--- config.mk ---
export PLATFORM = sky130hd
export DESIGN_NAME = booth_job_sequencer
export DESIGN_NICKNAME = d
export VERILOG_FILES = /design/src/rtl/booth_job_sequencer.sv
export SDC_FILE = /design/constraint.sdc
export NUM_CORES = 1
export LEC_CHECK = 0
export ABC_AREA = 1
export BUFFER_PORTS_ARGS = -buffer_cell sky130_fd_sc_hd__buf_2
export CAP_MARGIN = 20
export CORE_AREA = 2 2 85 87
export DETAILED_ROUTE_END_ITERATION = 7
export DIE_AREA = 0 0 87 89
export PLACE_DENSITY = 0.87
export SYNTH_ARGS = -nofsm -noshare
export SYNTH_HDL_FRONTEND = slang
export SYNTH_SLANG_ARGS = --single-unit
--- constraint.sdc ---
create_clock -name clk -period 2.5 [get_ports clk]
set_input_delay 0.125 -clock clk [delete_from_list [all_inputs] [get_ports clk]]
set_output_delay 0.125 -clock clk [all_outputs]
set_load 0.03 [all_outputs]
--- src/rtl/booth_job_sequencer.sv ---
// Front end for the Booth multiplier core: queues operand pairs, holds core
// start with stable operands, captures the product and watches for a hung core.
module booth_job_sequencer #(
  parameter int WIDTH   = 8,
  parameter int DEPTH   = 2,
  parameter int TIMEOUT = 64
) (
  input  logic                 clk,
  input  logic                 rst,
  input  logic                 in_valid,
  output logic                 in_ready,
  input  logic [WIDTH-1:0]     in_mcand,
  input  logic [WIDTH-1:0]     in_mplier,
  output logic                 core_start,
  output logic [WIDTH-1:0]     core_mcand,
  output logic [WIDTH-1:0]     core_mplier,
  input  logic                 core_done,
  input  logic [2*WIDTH-1:0]   core_product,
  output logic                 out_valid,
  input  logic                 out_ready,
  output logic [2*WIDTH-1:0]   out_product,
  output logic [7:0]           last_lat,
  output logic                 err
);

  localparam int AW = (DEPTH > 1) ? $clog2(DEPTH) : 1;
  localparam logic [1:0] S_IDLE    = 2'd0;
  localparam logic [1:0] S_ISSUE   = 2'd1;
  localparam logic [1:0] S_RELEASE = 2'd2;
  localparam logic [AW:0] FULL_CNT = (AW+1)'(DEPTH);
  localparam logic [7:0]  TO_CNT   = 8'(TIMEOUT);

  function automatic logic [7:0] sat_inc8(input logic [7:0] v);
    return (v == 8'hFF) ? 8'hFF : v + 8'd1;
  endfunction

  logic signed [WIDTH-1:0] mc_mem_q [DEPTH];
  logic signed [WIDTH-1:0] mp_mem_q [DEPTH];
  logic [AW-1:0]           wr_ptr_q, rd_ptr_q;
  logic [AW:0]             count_q, count_d;
  logic [1:0]              state_q, state_d;
  logic [7:0]              cnt_q, cnt_d, issue_len;
  logic signed [WIDTH-1:0] mcand_q, mplier_q;
  logic                    out_valid_q, err_q;
  logic [2*WIDTH-1:0]      out_product_q;
  logic [7:0]              last_lat_q;
  logic                    empty, full, push, pop, capture, abort, enter_issue;

  always_comb begin
    empty       = (count_q == '0);
    full        = (count_q == FULL_CNT);
    push        = in_valid && !full;
    issue_len   = sat_inc8(cnt_q);
    capture     = (state_q == S_ISSUE) && core_done;
    // A done arriving on the last allowed cycle still counts as a completion.
    abort       = (state_q == S_ISSUE) && !core_done && (issue_len == TO_CNT);
    pop         = capture || abort;
    enter_issue = (state_q == S_IDLE) && !empty && !out_valid_q;

    state_d = state_q;
    case (state_q)
      S_IDLE:    if (enter_issue) state_d = S_ISSUE;
      S_ISSUE:   if (pop) state_d = S_RELEASE;
      S_RELEASE: if (!core_done) state_d = S_IDLE;
      default:   state_d = S_IDLE;
    endcase

    cnt_d = cnt_q;
    if (enter_issue) cnt_d = '0;
    else if (state_q == S_ISSUE) cnt_d = issue_len;

    count_d = count_q;
    case ({push, pop})
      2'b10:   count_d = count_q + (AW+1)'(1);
      2'b01:   count_d = count_q - (AW+1)'(1);
      default: count_d = count_q;
    endcase
  end

  always_ff @(posedge clk) begin
    if (push) begin
      mc_mem_q[wr_ptr_q] <= in_mcand;
      mp_mem_q[wr_ptr_q] <= in_mplier;
    end
  end

  always_ff @(posedge clk) begin
    if (rst) begin
      state_q       <= S_IDLE;
      cnt_q         <= '0;
      wr_ptr_q      <= '0;
      rd_ptr_q      <= '0;
      count_q       <= '0;
      out_valid_q   <= 1'b0;
      err_q         <= 1'b0;
      last_lat_q    <= '0;
      out_product_q <= '0;
      mcand_q       <= '0;
      mplier_q      <= '0;
    end else begin
      state_q <= state_d;
      cnt_q   <= cnt_d;
      count_q <= count_d;
      if (push) wr_ptr_q <= wr_ptr_q + AW'(1);
      if (pop)  rd_ptr_q <= rd_ptr_q + AW'(1);
      // Operands are latched once per job so they cannot move during ISSUE.
      if (enter_issue) begin
        mcand_q  <= mc_mem_q[rd_ptr_q];
        mplier_q <= mp_mem_q[rd_ptr_q];
      end
      if (capture) begin
        out_valid_q   <= 1'b1;
        out_product_q <= core_product;
        last_lat_q    <= issue_len;
      end else if (out_valid_q && out_ready) begin
        out_valid_q <= 1'b0;
      end
      if (abort) err_q <= 1'b1;
    end
  end

  assign in_ready    = !full;
  assign core_start  = (state_q == S_ISSUE);
  assign core_mcand  = mcand_q;
  assign core_mplier = mplier_q;
  assign out_valid   = out_valid_q;
  assign out_product = out_product_q;
  assign last_lat    = last_lat_q;
  assign err         = err_q;

endmodule

### Yosys cells after proc, flatten, opt, wreduce, memory -nomap -nowiden

Memories as Yosys holds them, arrays and structs flattened. A register that Yosys moved wholly into a read port is not among the register bits.
Cells that the tools add are included.

| word-level totals | value |
|---|---|
| input bits | 37 |
| logic and storage cells | 54 |
| register bits after elaboration | 40 |
| memories | 2 |
| output and inout bits | 44 |
| RAM bits | 32 |

Memories:

| name | words | bits a word | read ports | clocked after memory_dff | write ports | line | source |
|---|---|---|---|---|---|---|---|
| mc_mem_q | 2 | 8 | 1 | 1 | 1 | 37 | `logic signed [WIDTH-1:0] mc_mem_q [DEPTH];` |
| mp_mem_q | 2 | 8 | 1 | 1 | 1 | 38 | `logic signed [WIDTH-1:0] mp_mem_q [DEPTH];` |

| operators by class | value |
|---|---|
| mux-type cells | 10 |
| reduce and logical (&&, ||, !) cells | 18 |
| eq/ne operators | 10 |
| $add $sub $neg | 5 |

Operators with widths:

| cell | count |
|---|---|
| $add A8 B1 Y8 const B | 1 |
| $eq A8 B7 Y1 const B | 1 |
| $eq A8 B8 Y1 const B | 1 |
| $mux W8 | 1 |
| $logic_and A1 B1 Y1 | 7 |
| $eq A2 B2 Y1 const B | 3 |
| $mux W2 | 3 |
| $pmux W2 S3 | 1 |
| $eq A2 B1 Y1 const B | 2 |
| $logic_not A1 Y1 | 4 |
| $logic_not A2 Y1 | 2 |
| $mux W1 | 4 |
| $ne A2 B2 Y1 const B | 2 |
| $pmux W2 S2 | 1 |
| $reduce_bool A2 Y1 | 2 |
| $reduce_and A3 Y1 | 1 |
| $add A1 B1 Y1 const B | 2 |
| $add A2 B1 Y2 const B | 1 |
| $ne A2 B1 Y1 const B | 1 |
| $reduce_or A2 Y1 | 1 |
| $sub A2 B1 Y2 const B | 1 |
| $logic_or A1 B1 Y1 | 1 |

### Logic depth before layout (Yosys ltp)

Gate-level depths: netlist of the first run.

| depth | value |
|---|---|
| depth after elaboration | 7 |
| mapped depth | 15 |

### Worst setup path after synthesis of the first run

No wires, ideal clock.

| timing | value |
|---|---|
| kind | flip-flop to flip-flop |
| start | reg count_q[0] |
| end | mem mc_mem_q[1][0] (enable) |
| path buffers | 0 |
| arrival | 1.557 ns |
| slack | 0.553 ns |
| library setup time | 0.390 ns |
| data required time | 2.110 ns |
| cell stages (with the launch flop) | 5 |
| period minus slack after synthesis | 1.947 ns |
| path through | dfxtp_1 > inv_1 > nand2_1 > nand2_1 > nor2_1 |

| between the ends | value |
|---|---|
| cells in the longest elaborated chain, start to end | 5 |

Ends and longest elaborated chain:

| item | line | source |
|---|---|---|
| from (decl) | 40 | `logic [AW:0] count_q, count_d;` |
| from (signal assigned) | 103 | `count_q <= count_d;` |
| $eq A2 B2 Y1 | 51 | `full = (count_q == FULL_CNT);` |
| $logic_not A1 Y1 | n/a |  |
| named net in_ready | 11 | `output logic in_ready,` |
| $logic_and A1 B1 Y1 | 52 | `push = in_valid && !full;` |
| $mux W1 | 81 | `if (push) begin` |
| $mux W1 (implied by the code) | 82 | `mc_mem_q[wr_ptr_q] <= in_mcand;` |
| to (decl) | 37 |  |

The timed path passes the listed nets, and every way through them passes these cells.

### Worst setup path after layout of the first run

| timing | value |
|---|---|
| start | reg cnt_q[1] |
| end | reg count_q[1] |

| between the ends | value |
|---|---|
| cells in the longest elaborated chain, start to end | 7 |
| elaborated cells between the ends (all ways) | 10 |
| classes of those cells | add/sub (1); eq/ne (4); mux (2); reduce/logical (3) |

Ends and longest elaborated chain:

| item | line | source |
|---|---|---|
| from (decl) | 42 | `logic [7:0] cnt_q, cnt_d, issue_len;` |
| from (signal assigned) | 102 | `cnt_q <= cnt_d;` |
| $add A8 B1 Y8 / $eq A8 B8 Y1 (equally long branches) | 34 | `return (v == 8'hFF) ? 8'hFF : v + 8'd1;` |
| $mux W8 (*) | 34 |  |
| $eq A8 B7 Y1 (*) | 56 | `abort = (state_q == S_ISSUE) && !core_done && (issue_len == TO_CNT);` |
| $logic_and A1 B1 Y1 (*) | 56 |  |
| $logic_or A1 B1 Y1 (*) | 57 | `pop = capture \|\| abort;` |
| named net pop | 47 | `logic empty, full, push, pop, capture, abort, enter_issue;` |
| $eq A2 B1 Y1 / $eq A2 B2 Y1 (equally long branches) | 73 | `case ({push, pop})` |
| $pmux W2 S2 / $reduce_bool A2 Y1 (equally long branches) | n/a |  |

Mark *: on every way through the listed nets, which the timed path passes. The rest lies on a longest branch.
A chain may end at the register's enable or synchronous reset.

==> results by group, run 1 <==
Timing
  • Fmax: about 450 MHz
  • Slew Limit Headroom: 0.488
  • Final Skew: 0.00999 ns
  • RSZ-0062 raised after global routing: false
  • Final Cycle Share: 0.883
  • Setup violators final: 0
  • Tmin final: 2.21 ns
  • Endpoints failing hold: 0
  • Fin. max-slew vios: 0
  • TNS Setup: 0 ns
  • Worst Tran Pin Value: around 0.77 ns

Power
  • Total Power: 0.00367 W
  • Power Dens Cells: a little over 800 nW/um^2
  • Clock power share: 0.271
  • Leakage: 2.12 nW
  • Sw Ratio: 0.342
  • Psw: about 0.0013 W
  • Logic pwr share: 0.251
  • Cell Int Power: 0.00242 W
  • Sequential Power Share: 0.478
  • Max rail drop VDD: between 700 and 800 uV

Floorplan
  • Die W: roughly 87 um
  • Core area: around 6700 um^2
  • Die Height: between 80 and 90 um
  • Row cnt: 30
  • Number of primary I/O pins: 81
  • Initial Util: 0.527
  • Total die area: between 7000 and 8000 um^2

Synthesis
  • Ys Warns: 0
  • Synth Area in Adders: 0.00707
  • Post-synthesis mux area share: 0
  • Synthesized area per cell: 8.78 um^2
  • Simple-gate share of the synthesized area: 0.244
  • Main combinational cell family by area after synthesis: simple AND/OR/NAND/NOR gates
  • Post-synth net total: 442
  • XOR/XNOR Fraction of Synth Area: 0
  • Sequential fraction of the synthesis area: 0.588
  • Netlist cell types: 25
  • Synth Area in Compound Gates: 0.104
  • Mapped Area: 3540 um^2
  • Synth Instances: 403
  • Register bit total from synthesis: 88

Cells and area
  • Layout cells sized above 1: 0.245
  • Final nets: 553
  • Antenna Diode Count: 0
  • Area grow syn2layout: 27.8%
  • Fillers: 506

Clocking
  • Clk Tree Root Cell: clkbuf_8
  • Sink Count: 88
  • Clock Pin Slew Worst Setup and Hold Paths: 0.09 ns
  • TritonCTS clock tree: yes
  • Max clock buf depth: 2
  • Post-CTS setup buffers: 0
  • Skew-Pair Late Insertion Delay: 0.36 ns
  • TritonCTS Buffers: 9
  • H-tree depth: 3

Global routing
  • GRT Total Usage: 0.228
  • First-pass GRT wire length: about 14 mm
  • GRT overflow: 0
  • Vias in the first global route: 3,020
  • Largest net degree at the start of global routing: 31
  • Antenna violations before repair: 0

Critical path
  • R2r setup slk: 0.29 ns
  • FF-to-FF End: count_q[1]
  • Worst path top cell family by delay: simple AND/OR/NAND/NOR gates
  • Most frequent cell on the critical path: nand2_1
  • Crit path buffers/inverters: 1
  • Setup crit start kind: register
  • WS Path Type: reg -> reg
  • Crit path depth: 14
  • CP max FO: 9
  • Worst r2r src: cnt_q[1]
  • Worst-path cell chain: ha_1 > nand2_4 > nor2_4 > nand2_2 > nand2_1 > nor2_4 > nand3_4 > nand2_1 > ha_1 > inv_1 > nand2_1 > nor2_1 > o21ai_0 > a21oi_1
  • CP endpoint kind: register
  • Critical Path Source: cnt_q[1]
  • Data arrival, critical path: 2.50 ns
  • Worst r2r path cells: 14
  • CP max stage cell: dfxtp_1
  • CP max stage delay: 0.40 ns
  • Required time worst endpoint: 2.79 ns
  • Crit path to: count_q[1]

Drt
  • Vias per inst: between 5 and 6
  • Total via count in the routed design: 3,120
  • Detailed Route Iter0 Violations: between 150 and 200
  • Final ANT Viol Nets: 0
  • DRC viols: 0
  • Drt wl/cell: around 14 um
  • Final WL: ~8.5 mm
  • First-pass DRT Iterations: 5

Job
  • Max-cap viol count: 0

Placed design
  • Port bufs: 80
  • DP HPWL: 5.22 mm
  • RD Place Congestion: ~0.9

Worst hold path
  • Hold WC Path Type: in -> reg
  • Hold Crit Start: core_product[15]

Status
  • Outcome: finished, final reports clean
## cell families after synthesis
logic type | count (synthesis)
adder cells (fa/ha/maj) | 2
AND/OR/NAND/NOR | 194
AO/OA/AOI/OAI | 68
flip-flops | 88
buffers and inverters | 51
## through the flow
| step | instances | setup slack [ns] | instance area [um^2] | utilization | hold slack [ns] |
|---|---|---|---|---|---|
| floorplan | 403 | 0.553 | 3540 | - | 0.224 |
| global placement | 553 | 0.414 | 4020 | 0.598 | 0.313 |
| detailed placement | 553 | 0.259 | 4020 | 0.598 | 0.318 |
| CTS | 599 | 0.235 | 4520 | 0.673 | 0.00121 |
| global route | 599 | 0.00820 | 4520 | 0.673 | 0.0109 |
| finish | 599 | 0.291 | 4520 | 0.673 | 0.0151 |
## sequential cells by signal, summed over array words and instances, names as in the netlist
register and count:
mc_mem_q 16, mp_mem_q 16, out_product 16, cnt_q 8, core_mcand 8, core_mplier 8
last_lat 8, count_q 2, state_q 2, err 1, out_valid 1, rd_ptr_q 1
wr_ptr_q 1
## power by group through the flow
stage / registers [W] / clock network [W] / logic (W)
5_1_grt: 0.00177 / 0.00106 / 0.00101
3_3_place_gp: 0.00177 / 0 / 0.000850
3_5_place_dp: 0.00178 / 0 / 0.000877
2_1_floorplan: 0.00194 / 0 / 0.000444
6_report: 0.00175 / 0.000997 / 0.000922
4_1_cts: 0.00175 / 0.00102 / 0.000915
## worst min path at each step
stage | to | slack [ns] | depth (start not counted)
2_1_floorplan | mc_mem_q[0][0] | 0.22 | 0
3_3_place_gp | mc_mem_q[0][5] | 0.31 | 1
3_5_place_dp | mc_mem_q[1][4] | 0.32 | 1
4_1_cts | out_product[15] | 0.001 | 3
5_1_grt | out_product[15] | 0.01 | 3
6_report | out_product[15] | 0.02 | 3
## layer usage
metal / GRT usage / share of wire
met1: 0.276 / 0.41
met2: 0.384 / 0.50
met3: 0.0619 / 0.066
met4: 0.101 / 0.024
met5: 0 / 0
## worst min-delay path: cells and delay by family
family                 cells  cell delay (ns)
buffers and inverters      1             0.07
and+or+nand+nor            2             0.13
## synth_stat cells
cell type  number  share of area
nor2_4          4          0.013
o21ai_1         3         0.0042
buf_2           8          0.011
nand2_1        96           0.10
nand2_4         1         0.0032
clkbuf_1        9         0.0095
o21ai_0        25          0.035
a21oi_1        29          0.041
o21bai_1        2         0.0042
inv_1          28          0.030
ha_1            2         0.0071
o21a_1          3         0.0064
clkinv_1        1         0.0011
nor3_1          1         0.0014
nand3_4         1         0.0050
nor2_1         49          0.052
nand4_1         1         0.0018
inv_2           5         0.0053
o211ai_1        6          0.013
nand3_1        28          0.040
dfxtp_1        56           0.32
nand2_2         5         0.0088
nor2_2          5         0.0088
edfxtp_1       32           0.27
nand3_2         3         0.0085
## layout by cell type (no fill, tap or decap), types with 2 or more instances in the layout
| cell | netlist | routed |
|---|---|---|
| clkinv_4 | 0 | 2 |
| buf_2 | 8 | 80 |
| o21ai_0 | 25 | 25 |
| nand2_2 | 5 | 5 |
| o21a_1 | 3 | 3 |
| o211ai_1 | 6 | 6 |
| o21bai_1 | 2 | 2 |
| buf_4 | 0 | 7 |
| ha_1 | 2 | 2 |
| nor2_4 | 4 | 4 |
| inv_1 | 28 | 28 |
| dfxtp_1 | 56 | 55 |
| clkinv_1 | 1 | 2 |
| inv_2 | 5 | 5 |
| a21oi_1 | 29 | 29 |
| nand3_1 | 28 | 28 |
| clkbuf_8 | 0 | 9 |
| nor2_2 | 5 | 5 |
| nand2_1 | 96 | 96 |
| edfxtp_1 | 32 | 32 |
| nand3_2 | 3 | 3 |
| dlygate4sd3_1 | 0 | 30 |
| nor2_1 | 49 | 49 |
| o21ai_1 | 3 | 3 |
## what timing repair did
action                                  in CTS  in global routing
endpoints found under the setup margin       0                  1
hold buffers                                30                  0
gates resized for setup                      0                  1
hold endpoints to repair                    46                  0
## area by class of cell
| type | instances | area, um^2 | area share |
|---|---|---|---|
| Clock buffer | 9 | 124 | 0.0274 |
| Clock inverter | 7 | 78.8 | 0.0174 |
| Inverter | 34 | 128 | 0.0282 |
| Multi-Input combinational cell | 264 | 1250 | 0.278 |
| Sequential cell | 88 | 2080 | 0.461 |
| Tap cell | 80 | 100 | 0.0221 |
| Timing Repair Buffer | 117 | 753 | 0.167 |
(Power assumes the default switching activity.)
==> run 2, diff against run 1 <==
- ABC_AREA: 1 -> not set
- CORE_AREA: 2 2 85 87 -> 2 2 84 86
- DIE_AREA: 0 0 87 89 -> 0 0 86 88
==> run 2 against run 1 <==
Compared with the run above: synthesized cell count decreased by 22%; sequential share of layout area is 0.42 points lower; non-clock buffer count rose by 17; critical endpoint unchanged; highest routed layer unchanged.
==> results by group, run 2 <==
Status
  • Outcome: finished, final reports clean

Floorplan
  • Number of primary I/O pins: 81
  • Core area: 6640 um^2
  • Row cnt: 30
  • Initial Util: 0.515
  • Die Height: 88 um
  • Total die area: 7570 um^2
  • Die W: about 86 um

Drt
  • Final ANT Viol Nets: 0
  • Vias per inst: 5.30
  • DRC viols: 0
  • Total via count in the routed design: 2,787
  • Detailed Route Iter0 Violations: 98
  • First-pass DRT Iterations: 4
  • Drt wl/cell: 15.1 um
  • Final WL: 7.97 mm

Timing
  • Fin. max-slew vios: 0
  • Worst Tran Pin Value: 0.808 ns
  • Setup violators final: 0
  • Worst Setup Slack, final: ~0.0040 ns
  • Final Skew: 0.0128 ns
  • Final Cycle Share: 0.998
  • RSZ-0062 raised after global routing: true
  • Endpoints failing hold: 0
  • Fmax: 401 MHz
  • Tmin final: 2.50 ns
  • Slew Limit Headroom: 0.461
  • Final hold slack: 0.0224 ns

Power
  • Power Dens Cells: around 1000 nW/um^2
  • Sw Ratio: 0.398
  • Psw: 0.00189 W
  • Clock power share: 0.200
  • Max rail drop VDD: 702 uV
  • Logic pwr share: 0.383
  • Sequential Power Share: 0.417
  • Total Power: 0.00476 W
  • Leakage: between 1.5 and 2 nW
  • Cell Int Power: 0.00286 W

Worst hold path
  • Hold WC Path Type: in -> reg

Cells and area
  • FF/Latch Area: 2090 um^2
  • Antenna Diode Count: 0
  • Commonest non-fill, non-tap cell in the layout: buf_2
  • Most frequent cells in the layout: buf_2 (80), dfxtp_1 (51), nand2_1 (45), nor2_1 (38), edfxtp_1 (32)
  • Layout cells sized above 1: 0.318
  • Fillers: 497
  • Area grow syn2layout: 34.0%
  • Area of the multi-input gates: around 1300 um^2
  • Final nets: 480

Clocking
  • TritonCTS clock tree: yes
  • Skew-Pair Late Insertion Delay: around 0.36 ns
  • Clock Pin Slew Worst Setup and Hold Paths: approximately 0.1 ns
  • Clk Tree Root Cell: clkbuf_8
  • Sink Count: 88
  • TritonCTS Buffers: 9
  • H-tree depth: 3
  • Max clock buf depth: 2

Critical path
  • Worst r2r path cells: 8
  • Required time worst endpoint: between 2 and 3 ns
  • Crit path depth: 8
  • Crit path to: count_q[1]
  • Data arrival, critical path: 2.79 ns
  • Worst-path cell chain: ha_4 > xnor2_2 > nand4_1 > or3b_4 > o31ai_4 > ha_4 > or3_4 > a21oi_2
  • Crit path buffers/inverters: 0
  • Worst path top cell family by delay: simple AND/OR/NAND/NOR gates
  • CP max stage delay: between 0.4 and 0.5 ns
  • Critical Path Source: cnt_q[0]
  • WS Path Type: reg -> reg
  • R2r setup slk: roughly 0.004 ns
  • CP max stage cell: or3b_4
  • CP endpoint kind: register
  • Worst r2r src: cnt_q[0]
  • FF-to-FF End: count_q[1]
  • CP max FO: 6
  • Setup crit start kind: register
  • Most frequent cell on the critical path: ha_4

Global routing
  • GRT Total Usage: 0.221
  • GRT overflow: 0
  • First-pass GRT wire length: 13.0 mm
  • Vias in the first global route: between 2,000 and 3,000
  • Largest net degree at the start of global routing: 36
  • Antenna violations before repair: 0

Placed design
  • RD Place Congestion: 0.892
  • Port bufs: 80
  • Place WS: -0.0383 ns
  • DP HPWL: 5.06 mm

Synthesis
  • Register bit total from synthesis: 88
  • Post-synth top area cell: dfxtp_1
  • Netlist cell types: 48
  • Synth top area share: 0.327
  • Top-count cell post-synth: dfxtp_1
  • Synthesized area per cell: 10.8 um^2
  • Top cells by area, synth: dfxtp_1 (33%), edfxtp_1 (28%), nand2_1 (4.9%), mux2i_1 (4.7%), a211oi_1 (4.6%)
  • Synth Flop Type: dfxtp_1
  • Sequential fraction of the synthesis area: 0.608
  • Mapped Area: 3420 um^2
  • EDFF count, synth: 32
  • Post-synth net total: 355
  • Async SR Flop Fraction: 0
  • Synth Instances: 316
  • Ys Warns: 0
  • Most instantiated cells after synthesis: dfxtp_1 (56), nand2_1 (45), nor2_1 (38), edfxtp_1 (32), a21oi_1 (28)

Job
  • Max-cap viol count: 0
run 2: changes by cell type in the layout (fill, tap and decap cells not counted), moves of 6 or more:
cell / previous run / this run
o21ai_0: 25 / 2
buf_4: 7 / 23
nand3_1: 28 / 3
mux2i_1: 0 / 16
nand2_1: 96 / 45
a211oi_1: 0 / 21
inv_1: 28 / 2
nor3_1: 1 / 7
nor2_1: 49 / 38
run 2: how the worst min path moves through the flow:
stage	start	to	slack (ns)	depth (start not counted)
after floorplan	in_mcand[0]	mc_mem_q[0][0]	0.22	0
after global placement	in_mcand[0]	mc_mem_q[1][0]	0.31	1
after detailed placement	in_mcand[2]	mc_mem_q[0][2]	0.32	1
after CTS	core_product[9]	out_product[9]	0.007	3
after global routing	core_product[9]	out_product[9]	0.02	3
final	core_product[9]	out_product[9]	0.02	3
run 2: repair_timing:
| item | CTS | global route |
|---|---|---|
| setup endpoints to repair | 1 | 1 |
| gates resized for setup | 4 | 11 |
| hold endpoints to repair | 47 | 0 |
| pin swaps | 1 | 7 |
| buffers inserted | 0 | 6 |
| hold buffers | 31 | 0 |
run 2: logic make-up (layout without fill, tap and decap cells):
family / count (synthesis) / count (layout) / share of synthesized area
fa+ha+maj: 2 / 2 / 0.00731
mux: 17 / 17 / 0.0501
flops: 88 / 88 / 0.608
xor+xnor: 5 / 5 / 0.0128
buf+inv: 22 / 152 / 0.0322
simple gates: 116 / 116 / 0.155
compound gates: 66 / 66 / 0.134
run 2: per-stage QoR:
step / std cells / area (um^2) / setup TNS, ns / utilization
final: 526 / 4590 / 0 / 0.690
after global routing: 526 / 4590 / -0.0623 / 0.690
after CTS: 520 / 4490 / 0 / 0.675
after detailed placement: 473 / 3970 / -0.0383 / 0.598
after global placement: 473 / 3970 / 0 / 0.598
after floorplan: 316 / 3440 / 0 / -
run 2: area by class of cell:
type / instances / share of cell area
inverter: 2 / 0.00164
clock buffer: 9 / 0.0270
sequential: 88 / 0.456
multi-input combinational: 206 / 0.285
clock inverter: 7 / 0.0156
timing repair buffer: 134 / 0.193
tap: 80 / 0.0218
run 2: power by group through the flow:
stage	registers (W)	logic (W)	clock network, W
after CTS	0.00198	0.00177	0.000970
after global routing	0.00202	0.00198	0.00103
after global placement	0.00199	0.00167	0
after detailed placement	0.00201	0.00172	0
after floorplan	0.00234	0.000873	0
final	0.00198	0.00182	0.000950
run 2: worst reg2reg max path: stages (launching register included):
cell and delay, ns:
dfxtp_4 0.37, ha_4 0.19, xnor2_2 0.17, nand4_1 0.18, or3b_4 0.46, o31ai_4 0.32, ha_4 0.26, or3_4 0.36
a21oi_2 0.12
run 2: per-layer routing:
layer  up-vias  routed length, um  track usage
met2        87               4180        0.403
met4         0                125       0.0837
met5         -                  0            0
li1       1388                  -            -
met3        15                438       0.0603
met1      1297               3230        0.246
